## src/rtl/lsu_pkg.sv

```systemverilog
// Shared types and constants for the load/store unit.
// The optional alignment check is enabled by defining LSU_ALIGN_CHECK_EN.
package lsu_pkg;

    typedef enum logic [1:0] {
        SZ_WORD = 2'b00,
        SZ_BYTE = 2'b01,
        SZ_HALF = 2'b10
    } size_e;

    typedef enum logic [1:0] {
        IDLE = 2'd0,
        REQ  = 2'd1,
        DONE = 2'd2
    } state_e;

    localparam logic [3:0] BE_WORD = 4'b1111;
    localparam logic [3:0] BE_LO   = 4'b0011;
    localparam logic [3:0] BE_HI   = 4'b1100;

    localparam int unsigned LSU_TIMEOUT_DEFAULT = 255;

    // Reserved size 2'b11 is handled as a word access.
    function automatic logic lsu_misaligned(input logic [1:0] sz, input logic [1:0] lo);
        return ((sz == SZ_HALF) && lo[0]) ||
               (((sz == SZ_WORD) || (sz == 2'b11)) && (lo != 2'b00));
    endfunction

endpackage

```

## src/rtl/lsu_lane_align.sv

```systemverilog
// Combinational store-lane replication, byte-enable generation and
// load extract / sign-extend / rotate for the load/store unit.
module lsu_lane_align
    import lsu_pkg::*;
(
    input  logic [1:0]  i_size,
    input  logic [1:0]  i_addr_lo,
    input  logic        i_signed,
    input  logic [31:0] i_wdata,
    input  logic [31:0] i_rdata,
    output logic [3:0]  o_be,
    output logic [31:0] o_wdata,
    output logic [31:0] o_rdata
);

    logic [4:0]  w_shamt;
    logic [7:0]  w_byte;
    logic [15:0] w_half;
    logic [31:0] w_rot;

    assign w_shamt = {i_addr_lo, 3'b000};
    assign w_byte  = 8'(i_rdata >> w_shamt);
    assign w_half  = i_addr_lo[1] ? i_rdata[31:16] : i_rdata[15:0];
    assign w_rot   = 32'({i_rdata, i_rdata} >> w_shamt);

    always_comb begin
        o_be    = BE_WORD;
        o_wdata = i_wdata;
        o_rdata = w_rot;
        case (size_e'(i_size))
            SZ_BYTE: begin
                o_be    = 4'b0001 << i_addr_lo;
                o_wdata = {4{i_wdata[7:0]}};
                o_rdata = {{24{i_signed & w_byte[7]}}, w_byte};
            end
            SZ_HALF: begin
                o_be    = i_addr_lo[1] ? BE_HI : BE_LO;
                o_wdata = {2{i_wdata[15:0]}};
                o_rdata = {{16{i_signed & w_half[15]}}, w_half};
            end
            default: ;
        endcase
    end

endmodule

```

## src/rtl/load_store_unit.sv

```systemverilog
// Load/store unit: turns datapath memory strobes into req/ack bus transactions.
// Define LSU_ALIGN_CHECK_EN to trap misaligned halfword/word accesses.
module load_store_unit
    import lsu_pkg::*;
#(
    parameter int unsigned TIMEOUT_CYCLES = LSU_TIMEOUT_DEFAULT
)
(
    input  logic        clk,
    input  logic        reset,
    input  logic        mem_read,
    input  logic        mem_write,
    input  logic [1:0]  size,
    input  logic        signed_load,
    input  logic [31:0] addr,
    input  logic [31:0] write_data,
    output logic [31:0] read_data,
    output logic        stall,
    output logic        bus_req,
    output logic        bus_we,
    output logic [31:0] bus_addr,
    output logic [31:0] bus_wdata,
    output logic [3:0]  bus_be,
    input  logic        bus_ack,
    input  logic [31:0] bus_rdata,
    output logic        bus_err,
    output logic        align_fault
);

    localparam logic [15:0] TO_LAST = 16'(TIMEOUT_CYCLES - 1);

    state_e      r_state;
    logic [15:0] r_cnt;
    logic [1:0]  r_addr_lo;
    logic [1:0]  r_size;
    logic        r_signed;
    logic        r_bus_req;
    logic        r_bus_we;
    logic [31:0] r_bus_addr;
    logic [31:0] r_bus_wdata;
    logic [3:0]  r_bus_be;
    logic [31:0] r_read_data;
    logic        r_bus_err;
    logic        r_align_fault;

    logic        w_idle;
    logic        w_access;
    logic        w_misalign;
    logic [1:0]  w_size;
    logic [1:0]  w_lo;
    logic        w_signed;
    logic [3:0]  w_be;
    logic [31:0] w_wdata;
    logic [31:0] w_load;

    assign w_idle   = (r_state == IDLE);
    assign w_access = mem_read | mem_write;

`ifdef LSU_ALIGN_CHECK_EN
    assign w_misalign = lsu_misaligned(size, addr[1:0]);
`else
    assign w_misalign = 1'b0;
`endif

    // Live inputs format the store in IDLE; latched fields format the load in REQ.
    assign w_size   = w_idle ? size        : r_size;
    assign w_lo     = w_idle ? addr[1:0]   : r_addr_lo;
    assign w_signed = w_idle ? signed_load : r_signed;

    lsu_lane_align u_align (
        .i_size    (w_size),
        .i_addr_lo (w_lo),
        .i_signed  (w_signed),
        .i_wdata   (write_data),
        .i_rdata   (bus_rdata),
        .o_be      (w_be),
        .o_wdata   (w_wdata),
        .o_rdata   (w_load)
    );

    always_ff @(posedge clk) begin
        if (w_idle && w_access) begin
            r_addr_lo <= addr[1:0];
            r_size    <= size;
            r_signed  <= signed_load;
        end
    end

    always_ff @(posedge clk) begin
        if (reset) begin
            r_state       <= IDLE;
            r_cnt         <= '0;
            r_bus_req     <= 1'b0;
            r_bus_we      <= 1'b0;
            r_bus_addr    <= '0;
            r_bus_wdata   <= '0;
            r_bus_be      <= '0;
            r_read_data   <= '0;
            r_bus_err     <= 1'b0;
            r_align_fault <= 1'b0;
        end else begin
            r_align_fault <= 1'b0;
            case (r_state)
                IDLE: begin
                    if (w_access) begin
                        if (w_misalign) begin
                            r_align_fault <= 1'b1;
                            r_state       <= DONE;
                        end else begin
                            r_bus_req   <= 1'b1;
                            r_bus_we    <= mem_write;
                            r_bus_addr  <= {addr[31:2], 2'b00};
                            r_bus_wdata <= w_wdata;
                            r_bus_be    <= w_be;
                            r_cnt       <= '0;
                            r_state     <= REQ;
                        end
                    end
                end
                REQ: begin
                    if (bus_ack) begin
                        r_bus_req <= 1'b0;
                        if (!r_bus_we) begin
                            r_read_data <= w_load;
                        end
                        r_state <= DONE;
                    end else if (r_cnt == TO_LAST) begin
                        // Abort: the core still commits, with zero load data and a sticky error.
                        r_bus_req   <= 1'b0;
                        r_bus_err   <= 1'b1;
                        r_read_data <= '0;
                        r_state     <= DONE;
                    end else begin
                        r_cnt <= r_cnt + 16'd1;
                    end
                end
                DONE:    r_state <= IDLE;
                default: r_state <= IDLE;
            endcase
        end
    end

    assign stall       = (w_idle & w_access) | (r_state == REQ);
    assign read_data   = r_read_data;
    assign bus_req     = r_bus_req;
    assign bus_we      = r_bus_we;
    assign bus_addr    = r_bus_addr;
    assign bus_wdata   = r_bus_wdata;
    assign bus_be      = r_bus_be;
    assign bus_err     = r_bus_err;
    assign align_fault = r_align_fault;

endmodule

```

## config.mk

```make
export PLATFORM = sky130hd
export DESIGN_NAME = load_store_unit
export DESIGN_NICKNAME = d
export VERILOG_FILES = /design/src/rtl/lsu_pkg.sv /design/src/rtl/lsu_lane_align.sv /design/src/rtl/load_store_unit.sv
export SDC_FILE = /design/constraint.sdc
export NUM_CORES = 1
export LEC_CHECK = 0
export BUFFER_PORTS_ARGS = -buffer_cell sky130_fd_sc_hd__buf_2
export CAP_MARGIN = 30
export CORE_MARGIN = 1
export CORE_UTILIZATION = 40
export CTS_BUF_LIST = sky130_fd_sc_hd__clkbuf_4 sky130_fd_sc_hd__clkbuf_8 sky130_fd_sc_hd__clkbuf_16
export CTS_CLUSTER_DIAMETER = 80
export CTS_CLUSTER_SIZE = 30
export DETAILED_ROUTE_END_ITERATION = 12
export PLACE_DENSITY_LB_ADDON = 0.08
export SETUP_SLACK_MARGIN = 0.2
export SYNTH_ARGS = -nofsm -noshare
export SYNTH_HDL_FRONTEND = slang
export SYNTH_HIERARCHICAL = 1
export SYNTH_SLANG_ARGS = --single-unit
export TNS_END_PERCENT = 10
```

## constraint.sdc

```tcl
create_clock -name clk -period 6.76 [get_ports clk]
set_clock_uncertainty 0.2 [all_clocks]
set_input_delay 1.352 -clock clk [delete_from_list [all_inputs] [get_ports clk]]
set_output_delay 1.352 -clock clk [all_outputs]
set_load 0.01 [all_outputs]
```

# == After elaboration in Yosys (flattened, before gate mapping) ==
# Index checks and enable logic that the tools add are counted.
# word_totals
ff_bits,124
input_bits,104
out_inout_bits,105
word_cells,64
# classes
addsub,1
eq_ne,9
shifts,3
n_mux,23
n_bitwise,6
reduce_logical,10
# ops
cell,count
$pmux W32 S2,2
$mux W32,3
$mux W16,4
$shr A64 B5 Y32,1
$pmux W16 S2,1
$shr A32 B5 Y8,1
$add A16 B1 Y16 const B,1
$eq A16 B8 Y1 const B,1
$mux W2,5
$reduce_and A3 Y1,3
$pmux W4 S2,1
$ne A2 B2 Y1 const B,3
$eq A2 B1 Y1 const B,2
$mux W1,4
$mux W4,1
$pmux W2 S2,1
$reduce_and A2 Y1,2
$reduce_and A4 Y1,1
$reduce_bool A2 Y1,2
$shl A1 B2 Y4 const A,1
$and A1 B1 Y1,3
$ne A3 B3 Y1 const B,1
$eq A2 B2 Y1 const B,1
$logic_not A2 Y1,1
5 further kinds,6

# == Logic depth before layout (Yosys ltp) ==
# logic_depth
word_depth,7
ltp_mapped,11
mapped_depth_nobuf,9

# == Modules after synthesis ==
# Netlist, hierarchy kept.
# modules_own_cells
module,instances,cells_each,area_each_um2
load_store_unit,1,594,4994.8
lsu_lane_align,1,218,1856.8

# == Least setup slack after synthesis ==
# No wires, ideal clock.
# synth_path
kind,in2out
startpoint,input mem_write
endpoint,output stall
t_arrival_ns,2.124
path_slack_ns,3.084
cell_stages,4
cell_sequence,o21ai_1 > buf_2 > buf_2 > nand2_1
# synth_between
elab_chain_cells,3
# synth_lines
item,line_no,text
start: declaration,load_store_unit.sv:12,"input logic mem_write,"
$or A1 B1 Y1,load_store_unit.sv:57,assign w_access = mem_read | mem_write;
$and A1 B1 Y1,load_store_unit.sv:143,assign stall = (w_idle & w_access) | (r_state == REQ);
$or A1 B1 Y1,load_store_unit.sv:143,
end: declaration,load_store_unit.sv:18,"output logic stall,"
# No other way between the ends.

# == Final worst setup path ==
# Same ends and word-level chain as after synthesis.

==> results.cfg <==
[status]
status = complete, no violations

[sta]
finalSetupViolCount = 0
layout_setup_ws_ns = 3.19
final.min_clock_period_ns = 3.57
fin_crit_sh_pct = 52.7
finalMaxSlewViolations = 0
fin_setup_tns_ns = 0
hold_viol = 0
slew_headroom_pct = 32.3
tightest_slew_ns = 1.02
rsz0062_at_grt = no
max_clock_freq_mhz = 280

[routing]
drtIter0Drc = 486
routed.top_layer = met4
post_drt_wl_per_cell_um = 16.9
vias_per_cell = 5.48
ant_nets = 0
dr.pass1.iters = 5
met2_length_mm = 9.44
wl_met1_mm = 9.35
drc = 0
wirelength_mm = 20.2
wl_met3_mm = 1.15
num_vias = 6543

[finish]
area_delta_synth_final_pct = 22.1
design_area_um2 = 8360
drive_gt1_share_pct = 31.9
multiInputGateArea_um2 = 3860
nNetsFinal = 1069
fillers = 1677
register_area_um2 = 2530

[critical_path]
worst_setup_path_start_kind = input pin
regToRegSetupSlack_ns = 3.37
worstSetupEndpointType = primary output
critPathMaxFanout = 6
worstPathRequired_ns = 5.21
r2r-end = read_data[24]$_SDFFE_PP0P_
crit_type = input pin to primary output
rr_worst_depth = 8
crit_arrival_ns = 2.01
rr_startpoint = r_state[0]$_SDFFE_PP0P_

[min_path]
min_to = bus_wdata[27]$_SDFFE_PP0P_
whs_path_depth = 2
min_from = bus_wdata[27]$_SDFFE_PP0P_
min_path_type = register to register

[global_routing]
grt_max_degree = 90
grt_pass1_vias = 5894
grt.total_usage_pct = 22.8
antenna_found_initial = 1
overflow = 0
grt_pass1_wl_mm = 31.9

[pwr]
p_per_area_nw_per_um2 = 271
vdd_drop_max_v = 0.000195
p_leak_nw = 3.62

[clock_tree]
postCtsResizedCells = 0
root_buffer = clkbuf_16
cts_hold_buf = 0
cts_buffer_depth = 2
insertion_delay_ns = 0.42
cts_num_sinks = 124
cts.reportedPaths.clkPinSlew_ns = 0.05
cts_tree = done
post_cts_buffers = 0
htreeDepth = 4
cts-buffers-inserted = 17

[synthesis]
synthFlopType = dfxtp_1
synth_top_cells_by_area = dfxtp_1, mux4_2, nand2_1
avgSynthCellArea_um2 = 8.44
synth-simple-area-share_pct = 18.8
synthAdderAreaFrac_pct = 0.730
netlist_area_um2 = 6850
syn_inst = 812
synth_seq_cells = 124
synth_top_area_share_pct = 34.8
yosysWarnings = 6
synth-compound-area-share_pct = 22.6
synthDistinctLibCells = 51
synth_edf_count = 5
synth_seq_area_share_pct = 37.0
synth-xor-area-share_pct = 0
synthArstFlopShare_pct = 0
synthMuxAreaShare_pct = 13.8
yosys.area.top_type = dfxtp_1
synth_top_family_by_area = compound AO/OA/AOI/OAI gates

[place]
dp_slack_ns = 2.85
io_buffers = 205
placed_cell_area_um2 = 7800
hpwl_mm = 13.4
globalplace.congestion = 0.806

[floorplanning]
dieArea_um2 = 17700
die_x_um = 133
rows = 47
ios = 209
die_h_um = 133
start_util_pct = 41.2
coreArea_um2 = 16600

[job]
maxCapViolCount = 0
worst max-delay path by stage:
stage | startpoint | end | slack [ns] | cells after the start
6_report | mem_write | stall | 3.19 | 4
5_1_grt | size[1] | read_data[18]$_SDFFE_PP0P_ | 3.08 | 8
4_1_cts | mem_write | stall | 3.17 | 4
3_5_place_dp | size[1] | read_data[24]$_SDFFE_PP0P_ | 2.85 | 8
3_3_place_gp | size[1] | read_data[17]$_SDFFE_PP0P_ | 2.90 | 8
2_1_floorplan | mem_write | stall | 3.08 | 4
logic make-up after synthesis:
logic type               count (synthesis)
AO/OA/AOI/OAI                          259
AND/OR/NAND/NOR                        274
flip-flops                             124
multiplexers                            55
adder cells (fa/ha/maj)                  4
buffers and inverters                   95
other                                    1
stage by stage:
stage / util (%) / instances / total power, mW / hold slack [ns]
5_1_grt: 50.3 / 1195 / 2.39 / 0.263
2_1_floorplan: - / 814 / 1.24 / 0.226
3_5_place_dp: 46.9 / 1162 / 1.42 / 0.244
3_3_place_gp: 46.9 / 1162 / 1.42 / 0.241
6_report: 50.3 / 1195 / 2.27 / 0.250
4_1_cts: 50.2 / 1194 / 2.29 / 0.252
cells in the final DEF, fill, tap and decap left out, types with 4 or more instances in the layout:
cell type and count:
clkbuf_16 17, a22oi_1 43, nand2b_1 5, mux2_2 15, dfxtp_1 119, a21oi_1 118
buf_4 11, edfxtp_1 5, a21o_1 18, nand3_1 39, nor2b_1 26, nor2_1 12
clkinv_2 5, mux2i_1 10, mux4_2 30, inv_1 7, buf_2 204, a31oi_1 4
a22o_1 8, nand4_1 4, o21ai_0 49, o31ai_1 11, nand2_1 161
power breakdown:
group          internal, mW  switching (mW)  total, mW
Sequential            0.796          0.0331      0.829
Clock                 0.530           0.336      0.866
Combinational         0.239           0.333      0.572
routing by layer:
layer / global-route usage, % / up-vias
met5: 0 / -
met4: 6.45 / 0
met3: 5.63 / 19
met2: 34.9 / 199
met1: 31.6 / 3126
li1: - / 3199
worst max-delay path: stages:
cell,delay [ns]
buf_2,0.13
o21ai_4,0.29
nand2_1,0.09
buf_2,0.15
cell usage after synthesis, drive strengths merged (2+ instances only):
master / n
nand2b: 6
o21ai: 51
and3: 3
mux2i: 10
mux4: 30
a31oi: 4
a22oi: 43
inv: 8
edfxtp: 5
mux2: 15
and2: 2
a21o: 18
o31ai: 11
nor2b: 26
nor2: 14
or2: 3
nand4: 5
a22o: 8
nand2: 162
and4: 4
buf: 44
clkbuf: 43
ha: 4
and3b: 2
nand3: 39
a21oi: 120
dfxtp: 119
nor3: 3
registers in the layout, indices dropped and copies added, names as in the netlist:
name / flops
bus_addr: 30
bus_be: 4
bus_err: 1
bus_req: 1
bus_wdata: 32
bus_we: 1
r_addr_lo: 2
r_cnt: 16
r_signed: 1
r_size: 2
r_state: 2
read_data: 32
layout make-up:
class	count	share of cell area, %
clock inverter	11	1.12
timing repair buffer	215	13.2
inverter	8	0.359
clock buffer	21	5.60
sequential	124	30.3
antenna	1	0.0299
tap	220	3.29
multi-input combinational	595	46.1
Note: power is estimated with default switching activity, not from simulation.
